==> src/rtl/arm7tdmi_exception_ctrl.sv <==
// arm7tdmi_exception_ctrl
// Exception entry controller for an ARM7TDMI-style core. Sync aborts,
// undefined and SWI requests are latched into sticky pending flags.
// IRQ (level or rising-edge latched) and FIQ (through a synchroniser) are
// arbitrated against them. The winner's entry values are registered and
// presented in ENTRY until the pipeline acknowledges. COMMIT then retires
// the entry.
// Optional build macro: ARM7TDMI_HIGH_VECTORS_EN moves the vector base to
// 0xFFFF0000. When it is undefined, the vector base is 0x00000000.

module arm7tdmi_exception_ctrl #(
    parameter int N_IRQ    = 4,
    parameter int IRQ_EDGE = 0,
    parameter int FIQ_SYNC = 2,
    localparam int IW      = (N_IRQ > 1) ? $clog2(N_IRQ) : 1
) (
    input  logic             clk,
    input  logic             rst_n,
    input  logic [N_IRQ-1:0] irq_src,
    input  logic [N_IRQ-1:0] irq_en,
    input  logic             fiq_n,
    input  logic             dabort_req,
    input  logic             pabort_req,
    input  logic             undef_req,
    input  logic             swi_req,
    input  logic [31:0]      cpsr_in,
    input  logic [31:0]      pc_in,
    input  logic             entry_ack,
    output logic             exc_valid,
    output logic             flush_req,
    output logic             busy,
    output logic [31:0]      exc_vector,
    output logic [4:0]       exc_mode,
    output logic [31:0]      exc_lr,
    output logic [31:0]      exc_spsr,
    output logic [31:0]      exc_cpsr,
    output logic [IW-1:0]    irq_id
);

`ifdef ARM7TDMI_HIGH_VECTORS_EN
    localparam logic [31:0] VEC_BASE = 32'hFFFF_0000;
`else
    localparam logic [31:0] VEC_BASE = 32'h0000_0000;
`endif

    typedef enum logic [1:0] {IDLE, ENTRY, COMMIT} state_t;
    typedef enum logic [2:0] {EX_NONE, EX_DABT, EX_FIQ, EX_IRQ, EX_PABT, EX_UND, EX_SWI} exc_t;

    state_t              state_q, state_d;
    exc_t                win_d, win_q;
    logic                pend_dabt, pend_pabt, pend_und, pend_swi;
    logic [FIQ_SYNC-1:0] fiq_sync;
    logic                fiq_s;
    logic [N_IRQ-1:0]    irq_prev, edge_pend, edge_clr, irq_active;
    logic [IW-1:0]       irq_idx;
    logic                fiq_elig, irq_elig, commit;
    logic [31:0]         off_d, lr_d, cpsr_d;
    logic [4:0]          mode_d;

    assign commit     = (state_q == COMMIT);
    assign fiq_s      = fiq_sync[FIQ_SYNC-1];
    assign irq_active = (IRQ_EDGE != 0) ? (edge_pend & irq_en) : (irq_src & irq_en);
    assign fiq_elig   = !fiq_s && !cpsr_in[6];
    assign irq_elig   = !cpsr_in[7] && (irq_active != '0);

    assign exc_valid  = (state_q == ENTRY);
    assign flush_req  = (state_q == ENTRY);
    assign busy       = (state_q != IDLE);

    // FIQ synchroniser chain, idling high (FIQ deasserted)
    always_ff @(posedge clk or negedge rst_n) begin
        if (!rst_n) begin
            fiq_sync <= '1;
        end else begin
            fiq_sync <= {fiq_sync[FIQ_SYNC-2:0], fiq_n};
        end
    end

    // Sticky sync-exception flags: a new pulse outranks the COMMIT clear
    always_ff @(posedge clk or negedge rst_n) begin
        if (!rst_n) begin
            pend_dabt <= 1'b0;
            pend_pabt <= 1'b0;
            pend_und  <= 1'b0;
            pend_swi  <= 1'b0;
        end else begin
            pend_dabt <= dabort_req | (pend_dabt & ~commit);
            pend_pabt <= pabort_req | (pend_pabt & ~commit);
            pend_und  <= undef_req  | (pend_und  & ~commit);
            pend_swi  <= swi_req    | (pend_swi  & ~commit);
        end
    end

    // Only the IRQ source that was taken has its edge flag retired
    always_comb begin
        edge_clr = '0;
        if (commit && (win_q == EX_IRQ) && (IRQ_EDGE != 0)) begin
            edge_clr = N_IRQ'(1) << irq_id;
        end
    end

    // Rising-edge capture of IRQ lines, independent of the enables
    always_ff @(posedge clk or negedge rst_n) begin
        if (!rst_n) begin
            irq_prev  <= '0;
            edge_pend <= '0;
        end else begin
            irq_prev  <= irq_src;
            edge_pend <= (edge_pend & ~edge_clr) | (irq_src & ~irq_prev);
        end
    end

    // Lowest-numbered active IRQ source
    always_comb begin
        irq_idx = '0;
        for (int i = N_IRQ - 1; i >= 0; i--) begin
            if (irq_active[i]) begin
                irq_idx = IW'(i);
            end
        end
    end

    // Fixed-priority arbitration and the entry values of the winner
    always_comb begin
        win_d  = EX_NONE;
        off_d  = 32'h0;
        mode_d = 5'b00000;
        if (pend_dabt) begin
            win_d = EX_DABT;
        end else if (fiq_elig) begin
            win_d = EX_FIQ;
        end else if (irq_elig) begin
            win_d = EX_IRQ;
        end else if (pend_pabt) begin
            win_d = EX_PABT;
        end else if (pend_und) begin
            win_d = EX_UND;
        end else if (pend_swi) begin
            win_d = EX_SWI;
        end
        case (win_d)
            EX_DABT: begin off_d = 32'h10; mode_d = 5'b10111; end
            EX_FIQ:  begin off_d = 32'h1C; mode_d = 5'b10001; end
            EX_IRQ:  begin off_d = 32'h18; mode_d = 5'b10010; end
            EX_PABT: begin off_d = 32'h0C; mode_d = 5'b10111; end
            EX_UND:  begin off_d = 32'h04; mode_d = 5'b11011; end
            EX_SWI:  begin off_d = 32'h08; mode_d = 5'b10011; end
            default: begin off_d = 32'h0;  mode_d = 5'b00000; end
        endcase
        lr_d      = pc_in + ((win_d == EX_DABT) ? 32'd8 : 32'd4);
        cpsr_d    = cpsr_in;
        cpsr_d[4:0] = mode_d;
        cpsr_d[5] = 1'b0;
        cpsr_d[7] = 1'b1;
        if (win_d == EX_FIQ) begin
            cpsr_d[6] = 1'b1;
        end
    end

    // Entry sequencing: wait in ENTRY for the flush acknowledge
    always_comb begin
        state_d = state_q;
        case (state_q)
            IDLE:    if (win_d != EX_NONE) state_d = ENTRY;
            ENTRY:   if (entry_ack) state_d = COMMIT;
            COMMIT:  state_d = IDLE;
            default: state_d = IDLE;
        endcase
    end

    // State register
    always_ff @(posedge clk or negedge rst_n) begin
        if (!rst_n) begin
            state_q <= IDLE;
        end else begin
            state_q <= state_d;
        end
    end

    // Entry values are captured once at arbitration and held thereafter
    always_ff @(posedge clk or negedge rst_n) begin
        if (!rst_n) begin
            win_q      <= EX_NONE;
            exc_vector <= VEC_BASE;
            exc_mode   <= 5'b00000;
            exc_lr     <= 32'h0;
            exc_spsr   <= 32'h0;
            exc_cpsr   <= 32'h0;
            irq_id     <= '0;
        end else if ((state_q == IDLE) && (win_d != EX_NONE)) begin
            win_q      <= win_d;
            exc_vector <= VEC_BASE + off_d;
            exc_mode   <= mode_d;
            exc_lr     <= lr_d;
            exc_spsr   <= cpsr_in;
            exc_cpsr   <= cpsr_d;
            irq_id     <= (win_d == EX_IRQ) ? irq_idx : '0;
        end
    end

endmodule
==> config.mk <==
export PLATFORM = sky130hd
export DESIGN_NAME = arm7tdmi_exception_ctrl
export DESIGN_NICKNAME = d
export VERILOG_FILES = /design/src/rtl/arm7tdmi_exception_ctrl.sv
export SDC_FILE = /design/constraint.sdc
export NUM_CORES = 1
export LEC_CHECK = 0
export CAP_MARGIN = 20
export CORE_ASPECT_RATIO = 1.1
export CORE_UTILIZATION = 40
export DETAILED_ROUTE_END_ITERATION = 7
export PLACE_DENSITY = 0.9
export REMOVE_ABC_BUFFERS = 1
export SLEW_MARGIN = 40
export SYNTH_ARGS = -nofsm -noshare
export SYNTH_HDL_FRONTEND = slang
export SYNTH_SLANG_ARGS = --single-unit
==> constraint.sdc <==
create_clock -name clk -period 2.3 [get_ports clk]
set_input_delay 0.345 -clock clk [delete_from_list [all_inputs] [get_ports clk]]
set_output_delay 0.345 -clock clk [all_outputs]
set_load 0.05 [all_outputs]
# Word level (Yosys, flattened, before mapping)
# Index checks and enable logic that the tools add are counted.
# W data, S select, Z words.
[classes]
addsub = 1
n_eq_ne = 10
bitwise = 10
mux = 18
reduce_logical = 12
[ops]
columns = ["op", "count"]
rows = [
  ["$add A32 B4 Y32", 1],
  ["$pmux W5 S6", 1],
  ["$pmux W5 S5", 1],
  ["$mux W3", 6],
  ["$mux W2", 7],
  ["$eq A3 B3 Y1 const B", 3],
  ["$eq A3 B2 Y1 const B", 2],
  ["$and A1 B1 Y1", 4],
  ["$and A4 B4 Y4", 1],
  ["$mux W4", 1],
  ["$ne A2 B2 Y1 const B", 2],
  ["$or A1 B1 Y1", 4],
  ["$pmux W2 S2", 1],
  ["$reduce_bool A4 Y1", 1],
  ["$eq A3 B1 Y1 const B", 1],
  ["$logic_and A1 B1 Y1", 3],
  ["$logic_not A1 Y1", 3],
  ["$reduce_bool A3 Y1", 1],
  ["$eq A2 B1 Y1 const B", 1],
  ["$eq A2 B2 Y1 const B", 1],
  ["$logic_not A2 Y1", 1],
  ["$reduce_and A2 Y1", 1],
  ["$reduce_bool A2 Y1", 1],
  ["$reduce_or A2 Y1", 1],
  ["other kinds (2)", 2],
]
[word_totals]
ff_bits = 142
output_inout_bits = 138
wordCells = 63
inputBits = 80

# Depth between registers and ports, before layout
# Gate-level depths: netlist (run 1).
[depth]
depth_word = 9
mapped_depth = 9
mapped_depth_nobuf = 8

# Least setup slack after synthesis (run 1)
# OpenSTA, ideal clock, no wires.
[synth_path]
path_kind = "flip-flop to flip-flop"
from = "register pend_dabt"
to = "register exc_lr[30]"
period_less_slack_ns = 2.047
t_required_ns = 2.166
setup_slack_ns = 0.253
arrival_time_ns = 1.912
stages_incl_launch_ff = 10
setup_ns = 0.134
path_buffers = 1
cell_sequence = "dfrtp_1 > clkbuf_1 > inv_1 > ha_1 > fa_1 > nand4_1 > nor3_2 > nand4_1 > xnor2_1 > o21ai_0"
[synth_between]
elab_chain_len = 4
word_cells_on_any_way = 6
cone_classes = "1 x add/sub; 1 x eq/ne; 2 x mux; 2 x reduce/logical"
[synth_lines]
columns = ["item", "line_no", "rtl"]
rows = [
  ["from (decl)", "51", "logic pend_dabt, pend_pabt, pend_und, pend_swi;"],
  ["from (signal assigned)", "87", "pend_dabt <= dabort_req | (pend_dabt & ~commit);"],
  ["$mux W3 *", "128", "if (pend_dabt) begin"],
  ["$eq A3 B1 Y1", "150", "lr_d = pc_in + ((win_d == EX_DABT) ? 32'd8 : 32'd4);"],
  ["$mux W4", "150", ""],
  ["$add A32 B4 Y32", "150", ""],
  ["to (signal assigned)", "194", "exc_lr <= lr_d;"],
  ["to (decl)", "34", "output logic [31:0] exc_lr,"],
]
# Mark *: on every way between the ends. The rest lies on a longest branch, timed or not.
# A chain may end at the register's enable or synchronous reset.

# Worst setup path after layout (run 1)
[layout_path]
from = "register state_q[1]"
to = "output port flush_req"
[layout_between]
elab_chain_len = 1
[layout_lines]
columns = ["item", "line_no", "rtl"]
rows = [
  ["from (decl)", "49", "state_t state_q, state_d;"],
  ["from (signal assigned)", "176", "state_q <= state_d;"],
  ["$eq A2 B1 Y1", "67", "assign flush_req = (state_q == ENTRY);"],
  ["to (decl)", "30", "output logic flush_req,"],
]
# Every way passes these cells.

==> results summary, run 1 <==
The flow ran to the end, and the final reports show no timing, DRC or antenna violations. The worst setup slack after layout came out at between 100 and 150 ps. The overall overflow remaining after global route came out at 0. For this run, the leading register cell type out of synthesis is dfrtp_1. The final critical delay including setup and external delays is about 2200 ps.

The launching element of the worst setup path is state_q[1]$_DFFE_PN0P_. The number of warning messages in the yosys log came out at 0. Dividing the detail-routed via count by the number of cells gives between 4 and 5.

The overall die height came out at 110 µm. For this block, wires on met1 add up to 3920 µm. The mean routed wirelength per cell came out at approximately 15 µm. The sort of element at the end of the critical path is an output port. TritonCTS built the clock tree.

OpenSTA, run right after detailed placement, puts the worst setup slack at -20.0 ps. The detailed router used layers up to and including met4. The count of nets left with antenna violations once routing finished came out at 0. In the final design database the tool counted ~650 nets.

The mean instance size in the synthesized netlist is about 11 µm². The repair_antennas step left the layout with diodes totalling 0. In this run the standard cell core region covers between 0.01 and 0.015 mm².

The clock latency on the worst-skew pair came out at approximately 330 ps. The top cell types in the final layout, fill and taps aside, are clkdlybuf4s50_1, dfrtp_1, nand2_1, mux2_2, conb_1. The flop and latch count out of synthesis came out at 84. The post-CTS setup buffer count came out at 0. The final setup skew came out at 5.52 ps. The row count is 39.

The critical register-to-register path startpoint is pend_dabt$_DFF_PN0_. The DRC violations left is 0. The die outline area came out at between 0.01 and 0.015 mm².

Yosys mapped the design onto between 40 and 50 distinct sky130hd cell types. The maximum clock rate came out at between 0.4 and 0.5 GHz. The growth of design area from synthesis to finish came out at 49.0%. In this run the most critical hold path is launched from fiq_sync[0]$_DFF_PN1_.

The die is about 100 µm wide. Yosys mapped a number of flops with a built-in enable equal to 0. The initial antenna violation count came out at 0.

The category of the most critical setup path is flip-flop to output port. The total via count in the routed design came out at about 3500. After the first detailed-routing iteration, the DRC count stood at 95. The final-report max-slew violation count is 0. Global routing used between 10% and 20% of the available tracks across all layers.

The gate count of the mapped netlist is 404. The maximum level of the CTS H-tree is 3. The largest net degree at the start of global routing is around 50. Counting along the longest clock path gives a buffer depth of 2.

The transition time at the pin with the least slew margin came out at about 550 ps. Summed over all failing endpoints, the final setup total negative slack is 0 ps. The layout has about 830 filler cells. The via count of the first global-routing pass is between 3000 and 4000. The met2 layer wire length in the routed design came out at around 5600 µm. For this design, the sink count on the clock tree is 84. The routed length on met3 is 825 µm.

The arrival time reported for the critical path endpoint came out at roughly 1800 ps. The wire length of the first global-routing pass is 16100 µm. The starting density of the core is between 40% and 50%. The static leakage power came out at around 2.7 nW. Setup violations remaining at the end of the flow were counted as 0.

The fraction of registers with async set or reset after synthesis came out at 100%. The post-synth design cell area is 0.00427 mm². The sequential fraction of the synthesis area is between 40 and 50%. The weighted congestion at the end of routability-driven global placement came out at about 0.86. TritonCTS created 9 clock buffers.

The root buffer cell chosen for the clock tree is clkbuf_16. IR analysis of the VDD net gives a maximum drop of between 900 and 1000 µV. STA classifies the critical path startpoint as a flip-flop.

The critical path required time is 1960 ps. The number of max-cap violations came out at 0. The detailed-routing iteration count for the pre-antenna-repair pass came out at 4. The tightest slew margin relative to the limit came out at between 60% and 70%. The final wirelength came out at approximately 10000 µm. The clock transition at the registers of the reported paths came out at roughly 60 ps. The number of I/O port buffers came out at around 190. The worst hold path belongs to the class flip-flop to flip-flop. Post-CTS repair changed the size of 0 cells. In the finished design, the share of the clock period the worst path needs comes to a little over nine tenths. The count of final hold-check violations was 0. Of all nets on the critical path, the largest fanout is 3. The power per unit of standard cell area is between 1500 and 2000 mW/mm². The share of post-route cells with drive strength above 1 is a little over an eighth. Setup repair after global routing left no endpoint under its margin.

The I/O pin count came out at around 220. Buffers inserted to repair hold after CTS numbered 1. The library cell used most frequently in the layout, excluding fill and tap cells, is clkdlybuf4s50_1. The HPWL after detailed placement came out at around 8000 µm.
sequential cells by signal, indices dropped and copies added (netlist names), 2 cells and up:
register,flops
exc_cpsr,3
exc_lr,32
exc_mode,4
exc_spsr,32
exc_vector,3
fiq_sync,2
irq_id,2
state_q,2
metrics by stage:
step	total power (W)	util [%]	cells	area [µm²]	hold slack, ps
floorplan	0.00690	-	357	3850	49.4
global placement	0.00921	58.1	700	6040	337
detailed placement	0.00937	58.1	700	6040	350
CTS	0.0109	61.2	717	6360	361
global route	0.0113	61.2	717	6360	363
finish	0.0108	61.2	717	6360	358
cells by family after synthesis:
kind of cell	count (synthesis)	synth area share, %
compound gates	60	8.62
xor+xnor	28	5.74
fa+ha+maj	3	1.06
buf+inv	85	13.1
flops	84	49.3
mux	37	9.76
other cells	1	0.0878
simple gates	106	12.3
where the power goes:
| group | internal, W | leakage, nW | total, W | switching, W |
|---|---|---|---|---|
| combinational | 0.00231 | 1.52 | 0.00674 | 0.00442 |
| clock | 0.000881 | 0.153 | 0.00148 | 0.000598 |
| sequential | 0.00214 | 0.979 | 0.00258 | 0.000444 |
| total | 0.00533 | 2.66 | 0.0108 | 0.00547 |
path summary, 6_finish.rpt:
check,to,slack (ps),cells past startpoint
setup / recovery,flush_req,150,3
hold / removal,fiq_sync[1]$_DFF_PN1_,360,0
setup reg to reg,exc_lr[28]$_DFFE_PN0P_,290,9
hold reg to reg,fiq_sync[1]$_DFF_PN1_,360,0
max in group asynchronous,fiq_sync[0]$_DFF_PN1_,1100,3
min in group asynchronous,exc_mode[3]$_DFFE_PN0P_,530,2
worst max-delay path, cell delays in order, from the launching register on:
cell,delay [ps]
dfrtp_1,400
nand2b_1,160
inv_1,100
clkdlybuf4s50_1,820
layer usage:
layer | vias up | track usage, %
li1 | 1612 | -
met1 | 1654 | 20.3
met2 | 171 | 35.4
met3 | 17 | 5.49
met4 | 0 | 5.59
met5 | - | 0
synth_stat cells, types with 3 or more instances:
master    number  area [µm²]
a21o_1         6        45.0
clkbuf_1       5        18.8
mux2_2        37         417
nor3_1         3        15.0
o21ai_0       20         100
and3_1         7        43.8
nand2_1       44         165
buf_2         10        50.1
dfrtp_1       82        2050
xor2_1        19         166
nand2b_1       6        37.5
xnor2_1        9        78.8
o21ai_1       12        60.1
buf_4         61         458
a21oi_1        6        30.0
nand3_1       12        60.1
nand4_1       12        75.1
inv_1          9        33.8
nor2_1        15        56.3
layout make-up:
type                            instances  area, µm²  area share, %
Clock inverter                          6       70.1           1.10
Multi-Input combinational cell        264       1720           27.0
Inverter                                9       33.8          0.531
Tap cell                              143        179           2.81
Clock buffer                           10        239           3.76
Timing Repair Buffer                  201       2010           31.7
Sequential cell                        84       2100           33.1
Note: power is estimated with default switching activity, not from simulation.
==> inputs of run 2 (changes only) <==
Settings changed: CORE_UTILIZATION 40 to 29, PLACE_DENSITY 0.9 to 0.71, RECOVER_POWER set to 100.
==> results summary, run 2 (synthesis gave the netlist of run 1 again) <==
The sort of element at the end of the critical path is an output port (unchanged). The detailed-routing iteration count for the pre-antenna-repair pass came out at 5 (was 4). The horizontal die dimension is 118 µm (was 101 µm). The number of max-cap violations was 0 (unchanged).

The minimum setup slack after placement is 11.3 ps (was -20.0 ps). The switching power summed over all nets came out at 0.00537 W (was 0.00547 W). The overall global routing resource usage is 14.4% (was 18.8%).

The routed length on met1 is 4350 µm (was 3920 µm). The row count came to 46 (was 39). The number of buffers created by CTS is 9 (unchanged).

The maximum vdd ir drop came out at 678 µV (was 945 µV). The CTS tree was done (unchanged). The count of filler cells inserted in the layout came out at 1385 (was 833). Run status: complete, no violations (unchanged).

The die outline area came out at 0.0152 mm² (was 0.0111 mm²). The count of final hold-check violations came out at 0 (unchanged). The transition time at the pin with the least slew margin is 1380 ps (was 553 ps). The sum of negative setup slack came out at 0 ps (unchanged).

The maximum level of the CTS H-tree is 3 (unchanged). The minimum hold slack came out at 356 ps (was 358 ps). The number of nets with antenna violations after detailed routing came to 0 (unchanged).

The starting density of the core is 29.7% (was 41.1%). The static leakage power is 2.70 nW (was 2.66 nW). The placed instance area came out at 0.00612 mm² (was 0.00604 mm²). The final-stage net count is 654 (was 652). The proportion of total power due to net switching is 51.1% (was 50.6%).

The weighted congestion at the end of routability-driven global placement was 0.800 (was 0.855). Setup repair after global routing missed its margin: false (unchanged). The overall overflow remaining after global route is 0 (unchanged). The final-report max-slew violation count is 0 (unchanged). The worst setup slack after layout is 160 ps (was 146 ps).

The most common library cell in the layout ignoring fill and taps is dlygate4sd3_1 (was clkdlybuf4s50_1). The tightest slew margin relative to the limit is 7.81% (was 63.0%). The share of post-route cells with drive strength above 1 is 12.3% (was 13.1%). The final setup violation count came to 0 (unchanged). The startpoint type of the worst setup path was a flip-flop (unchanged). The final wirelength came out at 10700 µm (was 10400 µm).

The HPWL after detailed placement is 8110 µm (was 8060 µm). The final critical delay including setup and external delays came to 2140 ps (was 2150 ps). The combined flip-flop and latch cell area is 0.00210 mm² (unchanged). The clock latency on the worst-skew pair came out at 340 ps (was 330 ps). The root buffer cell is clkbuf_16 (unchanged). The routed length on met3 came out at 621 µm (was 825 µm). The final worst-path cycle share came to 93.0% (was 93.6%).

The I/O pin count is 218 (unchanged). The via count of the first global-routing pass came to 3359 (was 3365). The category of the most critical setup path was flip-flop to output port (unchanged). The critical path required time is 1960 ps (about the same). The maximum count of clock buffers along a single path is 2 (unchanged). The core footprint came out at 0.0144 mm² (was 0.0104 mm²). The area used by multi-input combinational logic came to 0.00170 mm² (was 0.00172 mm²).

Leading cell types in the layout, fill and taps excluded: dlygate4sd3_1, dfrtp_1, clkdlybuf4s50_1, nand2_1, mux2_2 (was clkdlybuf4s50_1, dfrtp_1, nand2_1, mux2_2, conb_1). The wire length of the first global-routing pass is 17000 µm (was 16100 µm). The maximum clock rate is 0.467 GHz (was 0.464 GHz). The via density per instance came out at 4.42 (was 4.82).

The power per unit of standard cell area is 1630 mW/mm² (was 1700 mW/mm²). The internal cell power came to 0.00514 W (was 0.00533 W). The clock transition at the registers of the reported paths came out at 60 ps (about the same). The total via count in the routed design came out at 3397 (was 3454). The growth of design area from synthesis to finish is 50.6% (was 49.0%). The DRC violations left is 0 (unchanged). The final cell area excluding filler cells came to 0.00643 mm² (was 0.00636 mm²). The path category of the worst min-delay check is flip-flop to flip-flop (unchanged). The initial antenna violation count is 0 (unchanged).

The detailed router's first-iteration violation count is 146 (was 95). The met2 layer wire length in the routed design came out at 5530 µm (was 5560 µm). The final setup skew came out at 9.18 ps (was 5.52 ps). Top flop regs: exc_lr (32), exc_spsr (32), exc_mode (4) (unchanged). The arrival time reported for the critical path endpoint is 1790 ps (was 1810 ps).

The antenna diode instance count came to 0 (unchanged). The clock net sink count came out at 84 (unchanged). The total power after layout came out at 0.0105 W (was 0.0108 W). The largest net degree at the start of global routing was 42 (was 51). The number of I/O port buffers came out at 187 (unchanged). The uppermost layer routed is met4 (unchanged).

The overall die height is 129 µm (was 110 µm). The relative contribution of the clock network to total power is 15.2% (was 13.7%). The top fanout value on the critical path came out at 3 (unchanged). The logic gate share of total power is 61.0% (was 62.4%). The mean routed wirelength per cell came out at 14.0 µm (was 14.6 µm). The post-CTS resize count came out at 0 (unchanged). The fraction of power consumed by sequential logic is 23.9% (about the same).
run 2: changes by cell type in the layout (fill, tap and decap cells not counted), sizes merged, moves of 2 or more:
cell / change
clkbuf: +6
dlygate4sd3: +107
inv: -2
clkinv: -2
clkdlybuf4s50: -107
run 2: area by class of cell:
cell class | instances | share of cell area, %
clock buffers | 13 | 4.05
clock inverters | 3 | 1.07
inverters | 9 | 0.525
multi-input cells | 264 | 26.5
flip-flops and latches | 84 | 32.7
well taps | 192 | 3.74
repair buffers | 203 | 31.4
run 2: stage by stage:
| step | instances | util, % |
|---|---|---|
| after floorplan | 357 | - |
| after global placement | 751 | 42.5 |
| after detailed placement | 751 | 42.5 |
| after CTS | 768 | 44.9 |
| after global routing | 768 | 44.7 |
| final | 768 | 44.7 |
run 2: timing repair:
item	CTS	global route
hold buffers	1	0
setup endpoints to repair	0	0
buffers inserted	0	0
hold endpoints to repair	21	0
run 2: layer usage:
layer	vias up	track usage [%]
met5	-	0
met4	0	7.09
met3	16	3.26
met2	130	26.2
met1	1631	15.8
li1	1620	-
run 2: critical path, cell delays in order, from the launching register on:
cell             delay, ps
dfrtp_1                390
nand2b_1               160
inv_1                   90
clkdlybuf4s50_1        820
run 2: final timing paths:
path                       slack [ps]                       end  cells past startpoint                    from
min                               360     fiq_sync[1]$_DFF_PN1_                      0   fiq_sync[0]$_DFF_PN1_
max in group asynchronous         450    exc_lr[16]$_DFFE_PN0P_                      3                   rst_n
max                               160                 flush_req                      3  state_q[1]$_DFFE_PN0P_
min in group asynchronous         850  exc_spsr[16]$_DFFE_PN0P_                      2                   rst_n
min reg2reg                       360     fiq_sync[1]$_DFF_PN1_                      0   fiq_sync[0]$_DFF_PN1_
max reg2reg                       230    exc_lr[31]$_DFFE_PN0P_                      8     pend_dabt$_DFF_PN0_
run 2: power by group through the flow:
| stage | Sequential (W) | Clock, W | Combinational [W] |
|---|---|---|---|
| 2_1_floorplan | 0.00554 | 0 | 0.00137 |
| 3_3_place_gp | 0.00254 | 0 | 0.00673 |
| 3_5_place_dp | 0.00257 | 0 | 0.00680 |
| 4_1_cts | 0.00256 | 0.00165 | 0.00681 |
| 5_1_grt | 0.00261 | 0.00172 | 0.00671 |
| 6_report | 0.00251 | 0.00159 | 0.00641 |
